<file path="config.mk">
export PLATFORM = sky130hd
export DESIGN_NAME = mem_bus_arbiter
export DESIGN_NICKNAME = d
export VERILOG_FILES = /design/src/rtl/mem_bus_arbiter_pkg.sv /design/src/rtl/mem_bus_arbiter_rr_pick.sv /design/src/rtl/mem_bus_arbiter.sv
export SDC_FILE = /design/constraint.sdc
export NUM_CORES = 1
export LEC_CHECK = 0
export ABC_AREA = 1
export CAP_MARGIN = 0
export CELL_PAD_IN_SITES_DETAIL_PLACEMENT = 0
export CELL_PAD_IN_SITES_GLOBAL_PLACEMENT = 1
export CORE_ASPECT_RATIO = 1.1
export CORE_MARGIN = 3
export CORE_UTILIZATION = 10
export CTS_CLUSTER_SIZE = 8
export DETAILED_ROUTE_END_ITERATION = 7
export GPL_TIMING_DRIVEN = 0
export PLACE_DENSITY_LB_ADDON = 0.1
export SKIP_LAST_GASP = 1
export SLEW_MARGIN = 40
export SYNTH_ARGS = -nofsm -noshare
export SYNTH_HDL_FRONTEND = slang
export SYNTH_SLANG_ARGS = --single-unit
export TNS_END_PERCENT = 30
</file>
<file path="constraint.sdc">
create_clock -name clk -period 1.2 [get_ports clk]
set_clock_uncertainty 0.1 [all_clocks]
set_input_delay 0.24 -clock clk [delete_from_list [all_inputs] [get_ports clk]]
set_output_delay 0.24 -clock clk [all_outputs]
set_load 0.1 [all_outputs]
</file>
<file path="src/rtl/mem_bus_arbiter_pkg.sv">
// Shared definitions for the two-master memory port arbiter.
package mem_bus_arbiter_pkg;

    // Arbiter FSM encoding.
    typedef enum logic [1:0] {
        IDLE = 2'd0,
        REQ  = 2'd1,
        RESP = 2'd2
    } state_e;

    // Master indices: instruction fetch and load/store.
    localparam logic IFU = 1'b0;
    localparam logic LSU = 1'b1;

endpackage : mem_bus_arbiter_pkg

</file>
<file path="src/rtl/mem_bus_arbiter_rr_pick.sv">
// Combinational 2-way round-robin chooser: a lone requester wins outright,
// a tie goes to the master that was not granted last.
module rr_pick
    import mem_bus_arbiter_pkg::*;
(
    input  logic [1:0] req,
    input  logic       last_grant,
    output logic       gnt_id,
    output logic       any
);

    // Pick the winner from the current request vector.
    always_comb begin
        any    = |req;
        gnt_id = IFU;
        if (req[IFU] && req[LSU]) begin
            gnt_id = ~last_grant;
        end else if (req[LSU]) begin
            gnt_id = LSU;
        end
    end

endmodule : rr_pick

</file>
<file path="src/rtl/mem_bus_arbiter.sv">
// Shares one memory port between IFU (master 0) and LSU (master 1).
// One transaction outstanding; the grant is held from request acceptance
// until the response handshake completes. Payload passes through untouched.
module mem_bus_arbiter
    import mem_bus_arbiter_pkg::*;
#(
    parameter int ADDR_W = 32,
    parameter int DATA_W = 32
) (
    input  logic                clk,
    input  logic                rst,
    // master 0 (IFU)
    input  logic                m0_req_valid,
    output logic                m0_req_ready,
    input  logic [ADDR_W-1:0]   m0_req_addr,
    input  logic                m0_req_wen,
    input  logic [DATA_W-1:0]   m0_req_wdata,
    input  logic [DATA_W/8-1:0] m0_req_wmask,
    output logic                m0_rsp_valid,
    input  logic                m0_rsp_ready,
    output logic [DATA_W-1:0]   m0_rsp_rdata,
    output logic                m0_rsp_err,
    // master 1 (LSU)
    input  logic                m1_req_valid,
    output logic                m1_req_ready,
    input  logic [ADDR_W-1:0]   m1_req_addr,
    input  logic                m1_req_wen,
    input  logic [DATA_W-1:0]   m1_req_wdata,
    input  logic [DATA_W/8-1:0] m1_req_wmask,
    output logic                m1_rsp_valid,
    input  logic                m1_rsp_ready,
    output logic [DATA_W-1:0]   m1_rsp_rdata,
    output logic                m1_rsp_err,
    // slave
    output logic                s_req_valid,
    input  logic                s_req_ready,
    output logic [ADDR_W-1:0]   s_req_addr,
    output logic                s_req_wen,
    output logic [DATA_W-1:0]   s_req_wdata,
    output logic [DATA_W/8-1:0] s_req_wmask,
    input  logic                s_rsp_valid,
    output logic                s_rsp_ready,
    input  logic [DATA_W-1:0]   s_rsp_rdata,
    input  logic                s_rsp_err,
    // debug
    output logic                grant_id,
    output logic                busy
);

    state_e state_q, state_d;
    logic   grant_q, grant_d;
    logic   last_grant_q, last_grant_d;
    logic   pick_id, pick_any;

    rr_pick u_rr_pick (
        .req        ({m1_req_valid, m0_req_valid}),
        .last_grant (last_grant_q),
        .gnt_id     (pick_id),
        .any        (pick_any)
    );

    // State, grant and round-robin history registers; synchronous reset.
    always_ff @(posedge clk) begin
        // NOTE: non-blocking assignments so every flop samples the pre-edge
        // value of the others; blocking here would create order-dependent races.
        if (rst) begin
            state_q      <= IDLE;
            grant_q      <= IFU;
            last_grant_q <= LSU;
        end else begin
            state_q      <= state_d;
            grant_q      <= grant_d;
            last_grant_q <= last_grant_d;
        end
    end

    // Next-state logic: arbitrate in IDLE, wait for request then response handshake.
    always_comb begin
        // NOTE: hold-value defaults first so no path leaves a variable
        // unassigned, which would otherwise infer a latch.
        state_d      = state_q;
        grant_d      = grant_q;
        last_grant_d = last_grant_q;
        case (state_q)
            IDLE: begin
                if (pick_any) begin
                    grant_d = pick_id;
                    state_d = REQ;
                end
            end
            REQ: begin
                if (s_req_valid && s_req_ready) begin
                    last_grant_d = grant_q;
                    state_d      = RESP;
                end
            end
            RESP: begin
                if (s_rsp_valid && s_rsp_ready) begin
                    state_d = IDLE;
                end
            end
            default: state_d = IDLE;
        endcase
    end

    // Route the granted master's request to the slave and the slave's response back.
    always_comb begin
        s_req_valid  = 1'b0;
        s_req_addr   = '0;
        s_req_wen    = 1'b0;
        s_req_wdata  = '0;
        s_req_wmask  = '0;
        s_rsp_ready  = 1'b0;
        m0_req_ready = 1'b0;
        m1_req_ready = 1'b0;
        m0_rsp_valid = 1'b0;
        m1_rsp_valid = 1'b0;
        m0_rsp_rdata = '0;
        m1_rsp_rdata = '0;
        m0_rsp_err   = 1'b0;
        m1_rsp_err   = 1'b0;
        if (state_q == REQ) begin
            if (grant_q == LSU) begin
                s_req_valid  = m1_req_valid;
                s_req_addr   = m1_req_addr;
                s_req_wen    = m1_req_wen;
                s_req_wdata  = m1_req_wdata;
                s_req_wmask  = m1_req_wmask;
                m1_req_ready = s_req_ready;
            end else begin
                s_req_valid  = m0_req_valid;
                s_req_addr   = m0_req_addr;
                s_req_wen    = m0_req_wen;
                s_req_wdata  = m0_req_wdata;
                s_req_wmask  = m0_req_wmask;
                m0_req_ready = s_req_ready;
            end
        end
        if (state_q == RESP) begin
            if (grant_q == LSU) begin
                m1_rsp_valid = s_rsp_valid;
                m1_rsp_rdata = s_rsp_rdata;
                m1_rsp_err   = s_rsp_err;
                s_rsp_ready  = m1_rsp_ready;
            end else begin
                m0_rsp_valid = s_rsp_valid;
                m0_rsp_rdata = s_rsp_rdata;
                m0_rsp_err   = s_rsp_err;
                s_rsp_ready  = m0_rsp_ready;
            end
        end
    end

    assign grant_id = grant_q;
    assign busy     = (state_q != IDLE);

    // Protocol checks: no slave response outside RESP, no request withdrawal in REQ.
    always_ff @(posedge clk) begin
        if (!rst) begin
            a_rsp_only_in_resp : assert (state_q == RESP || !s_rsp_valid);
            a_req_held_in_req  : assert (state_q != REQ ||
                                         (grant_q == LSU ? m1_req_valid : m0_req_valid));
        end
    end

endmodule : mem_bus_arbiter

</file>
### After elaboration in Yosys (flattened, before gate mapping)

Cells that the tools add are included.

* flip-flop bits (word level): 4
* bits of input ports: 179
* output and inout bits: 143
* logic and storage cells: 52

* equal/unequal tests: 5
* multiplexer cells: 34
* bitwise gates (word level): 1
* reduce and logical (&&, ||, !) cells: 9

Operators with widths (count)
* two-way mux 32 bit: 8
* two-way mux 1 bit: 20
* two-way mux 4 bit: 2
* two-way mux 2 bit: 3
* inequality test 2 bit (second input constant): 3
* case mux 2 bit (3 select lines): 1
* AND reduction 2 bit: 2
* logical AND 1 bit: 3
* AND reduction 3 bit: 1
* equality test 2 x 1 -> 1 bit (second input constant): 1
* equality test 2 bit (second input constant): 1
* logical NOT 2 bit: 1
* nonzero test 2 bit: 1
* OR reduction 2 bit: 1
* NOT 1 bit: 1

### Logic depth before layout (Yosys ltp)

* word-level depth: 5
* mapped depth: 7
* depth with buffers taken out: 7

### Cells and area by module

Synthesis repeated with hierarchy kept, for this count alone.

* cell total of the unflattened synthesis: 382
* area, all modules: 1726.7 sq um

By module, submodules not included
* mem_bus_arbiter: times used 1, cells an instance 379, area an instance 1711.6 sq um, sequential area each 80.1 sq um
* rr_pick: times used 1, cells an instance 3, area an instance 15.0 sq um, sequential area each 0.0 sq um

### Least setup slack after synthesis

No wires, ideal clock.

* kind: register to output
* start: reg grant_q (netlist: grant_id)
* end: out m1_req_ready
* arrival time: 3.480 ns
* data required time: 0.860 ns
* path slack: -2.620 ns
* stages on the path, launching flop included: 4
* path buffers: 1
* cells stage by stage: dfxtp_1 -> inv_2 -> buf_2 -> nor3_1

* longest elaborated chain between the ends: 2

RTL lines
* from (decl): RTL line mem_bus_arbiter.sv:51 `logic grant_q, grant_d;`
* from (signal assigned): RTL line mem_bus_arbiter.sv:72 `grant_q <= grant_d;`
* two-way mux 1 bit: RTL line mem_bus_arbiter.sv:123 `if (grant_q == LSU) begin`
* two-way mux 1 bit: RTL line mem_bus_arbiter.sv:122 `if (state_q == REQ) begin`
* to (decl): RTL line mem_bus_arbiter.sv:25 `output logic m1_req_ready,`

Every way passes these cells.

### Final worst setup path

* start: reg grant_q (netlist: grant_id)
* end: out m1_rsp_rdata[8]

* longest elaborated chain between the ends: 2

RTL lines
* two-way mux 32 bit: RTL line mem_bus_arbiter.sv:140 `if (grant_q == LSU) begin`
* two-way mux 32 bit: RTL line mem_bus_arbiter.sv:139 `if (state_q == RESP) begin`
* to (decl): RTL line mem_bus_arbiter.sv:32 `output logic [DATA_W-1:0] m1_rsp_rdata,`

Every way passes these cells.

==> summary.md <==
| Metric | Value |
|---|---|
| Outcome | `finished, violations left` |
| Failing checks | `setup timing` |
| Hold WS | `0.278 ns` |
| Tot GR Track Use | `13.3%` |
| Clock transition at the registers of the reported paths | `0.03 ns` |
| Setup TNS | `-74.99 ns` |
| H-tree depth | `1` |
| Final Cell Area | `0.00720 mm²` |
| Pwr Total | `5.22 mW` |
| Commonest cells in the netlist | `nand2_1, nor2_1, a21oi_1, inv_1, buf_2` |
| Pwr Density | `724 mW/mm²` |
| First-pass detailed-route iteration total | `4` |
| Crit share post-route | `148%` |
| Clk network pwr share | `10.5%` |
| Final-report max-slew violation count | `0` |
| Share of the synthesized area in the top cell type | `33.1%` |
| Top cells by area, synth | `nand2_1, a21oi_1, nor2_1, inv_1, buf_2` |
| Post-synth EDFFs | `0` |
| CP arrival | `1.43 ns` |
| Die area | `0.0185 mm²` |
| Startpoint Class | `register` |
| CP required | `0.86 ns` |
| Clk Latency, worst-skew pair | `0.23 ns` |
| Mapped Avg Cell Area | `4.45 µm²` |
| Syn. warnings | `0` |
| Drt initial violations | `50` |
| Total wire length | `14000 µm` |
| Sequential share of power | `3.1%` |
| Vias in the first global route | `3888` |
| Routed Antenna Nets | `0` |
| Core ar. | `0.0165 mm²` |
| Syn Inst Count | `380` |
| DPL Wire Length | `11100 µm` |
| CTS tree | `done` |
| Vias/cell | `4.06` |
| Initial antenna violation count | `1` |
| # diodes | `0` |
| Fmax | `564 MHz` |
| Layout cell share with drive strength beyond 1 | `42.8%` |
| Unique masters post-synth | `17` |
| RSZ-0062 raised after global routing | `true` |
| Final WS setup | `-0.572 ns` |
| Die width | `130 µm` |
| Peak VDD IR | `0.000381 V` |
| Nets@finish | `892` |
| Synthesized area | `0.00169 mm²` |
| Dpl cell area | `0.00497 mm²` |
| Worst Setup End Kind | `output port` |
| Slew at the pin closest to its max-slew limit | `0.515 ns` |
| Routability cong. | `0.714` |
| Slew margin rel. | `65.9%` |
| Largest net degree at the start of global routing | `11` |
| Yosys reg bits | `4` |
| Row cnt | `49` |
| Area Growth Syn to Fin | `326%` |
| Ys flop type | `dfxtp_1` |
| Critical path peak fanout | `10` |
| First-pass GRT wire length | `19800 µm` |
| Synth area leader | `nand2_1` |
| P_leak | `2.99 nW` |
| Final setup fails | `143` |
| Worst min path class | `primary input to register` |
| Root Buffer | `clkbuf_16` |
| Fin crit period | `1.77 ns` |
| Max_cap viols | `0` |
| Sequential area share after synthesis | `4.74%` |
| Comb power frac | `86.5%` |
| Num CTS Buffers | `3` |
| Total number of vias | `3717` |
| Sw frac | `55.8%` |
| Pint | `2.30 mW` |
| Clock buffer depth | `2` |
| Ys async rst share | `0%` |
| Count leader, synth | `nand2_1` |
| TritonCTS Sinks | `4` |
| Initial Utilization | `10.2%` |
| Input/output buffers | `321` |
| Avg WL per Cell | `15.3 µm` |
| Final Hold Vio Count | `0` |
| Post-synthesis net count | `559` |
| Switching power total | `2.91 mW` |
| # IOs | `322` |
| DRC | `0` |
| GR Overflow Total | `0` |
| Die height | `142 µm` |
| Setup CP Type | `register to output port` |
==> cell families after synthesis <==
logic type | Yosys count | synth area share, %
buffers and inverters | 69 | 20.1
flip-flops | 4 | 4.74
AND/OR/NAND/NOR | 233 | 53.2
AO/OA/AOI/OAI | 74 | 21.9
==> sequential cells by signal, indices dropped and copies added, names as in the netlist <==
signal / cells
state_q: 2
grant_id: 1
last_grant_q: 1
==> path summary, 6_finish.rpt <==
check                                 start                        end  slack, ns  cells after the start
setup / recovery      grant_id$_SDFFE_PP0P_            m1_rsp_rdata[8]      -0.57                      5
hold / removal                 m1_req_valid      grant_id$_SDFFE_PP0P_       0.28                      3
setup reg to reg      grant_id$_SDFFE_PP0P_    state_q[1]$_SDFFE_PP0P_       0.04                      7
hold reg to reg   last_grant_q$_SDFFE_PP1P_  last_grant_q$_SDFFE_PP1P_       0.39                      2
==> layout by cell type, fill, tap and decap left out <==
cell type        netlist  final
dlymetal6s2s_1         0      2
inv_4                  0      1
nor2_1                75     41
inv_1                 37     35
dfxtp_4                0      2
nand2_1              149    140
clkbuf_1               0      1
nand3b_1               1      1
buf_8                  0      9
nor2_2                 1     26
nand2_2                1      5
nand4_1                2      2
inv_6                  0      2
nand2_4                1      4
clkbuf_16              0      5
buf_12                 0     83
dfxtp_2                0      1
o21ai_0                1      1
buf_2                 20      2
dfxtp_1                4      1
inv_8                  0      1
inv_2                  4      2
a21oi_2                0     23
nand3_1                1      1
buf_4                  1     12
buf_6                  7     69
a21oi_4                0     44
nor3_4                 0      2
nand2_8                0      2
a21oi_1               73      6
clkdlybuf4s50_1        0    176
nor2_4                 0      9
buf_16                 0      1
==> per-stage QoR <==
step,worst slack (ns),utilization [%],cells
2_1_floorplan,-1.53,-,380
4_1_cts,-0.575,39.9,912
6_report,-0.572,43.7,916
5_1_grt,-0.626,43.7,916
3_5_place_dp,-0.782,30.1,905
3_3_place_gp,-1.51,34.5,905
==> what timing repair did <==
item / 4_1_cts / 5_1_grt
pin swaps: 1 / 16
endpoints found under the hold margin: 0 / 0
gates cloned: 1 / 2
setup buffers: 2 / 2
hold buffers: 0 / 0
endpoints found under the setup margin: 144 / 146
gates resized for setup: 443 / 144
==> critical path, cell delays in order, from the launching register on <==
cell and delay, ns:
dfxtp_4 0.42, buf_12 0.16, nand2_8 0.09, buf_12 0.17
nor2_1 0.11, buf_6 0.24
==> area by class of cell <==
type | instances | area [µm²]
buffer | 28 | 392
clock buffer | 4 | 78.8
fill | 1624 | 9290
inverter | 41 | 174
multi-input combinational | 307 | 2070
sequential | 4 | 88.8
tap | 204 | 255
timing repair buffer | 328 | 4150
==> metal layers <==
| metal | part of all wire [%] | wire length (µm) | vias up | track usage [%] |
|---|---|---|---|---|
| li1 | - | - | 1826 | - |
| met1 | 31 | 4400 | 1677 | 12.7 |
| met2 | 56 | 7880 | 198 | 27.4 |
| met3 | 11 | 1560 | 14 | 4.43 |
| met4 | 1.0 | 143 | 2 | 1.75 |
| met5 | 0.093 | 13 | - | 0 |
==> power by group through the flow <==
stage / clock, mW / sequential (mW) / combinational (mW)
after floorplan: 0 / 0.169 / 2.54
after global placement: 0 / 0.153 / 3.77
after detailed placement: 0 / 0.154 / 3.55
after CTS: 0.544 / 0.158 / 4.32
after global routing: 0.558 / 0.161 / 4.69
final: 0.546 / 0.159 / 4.51
Note: power is estimated with default switching activity, not from simulation.
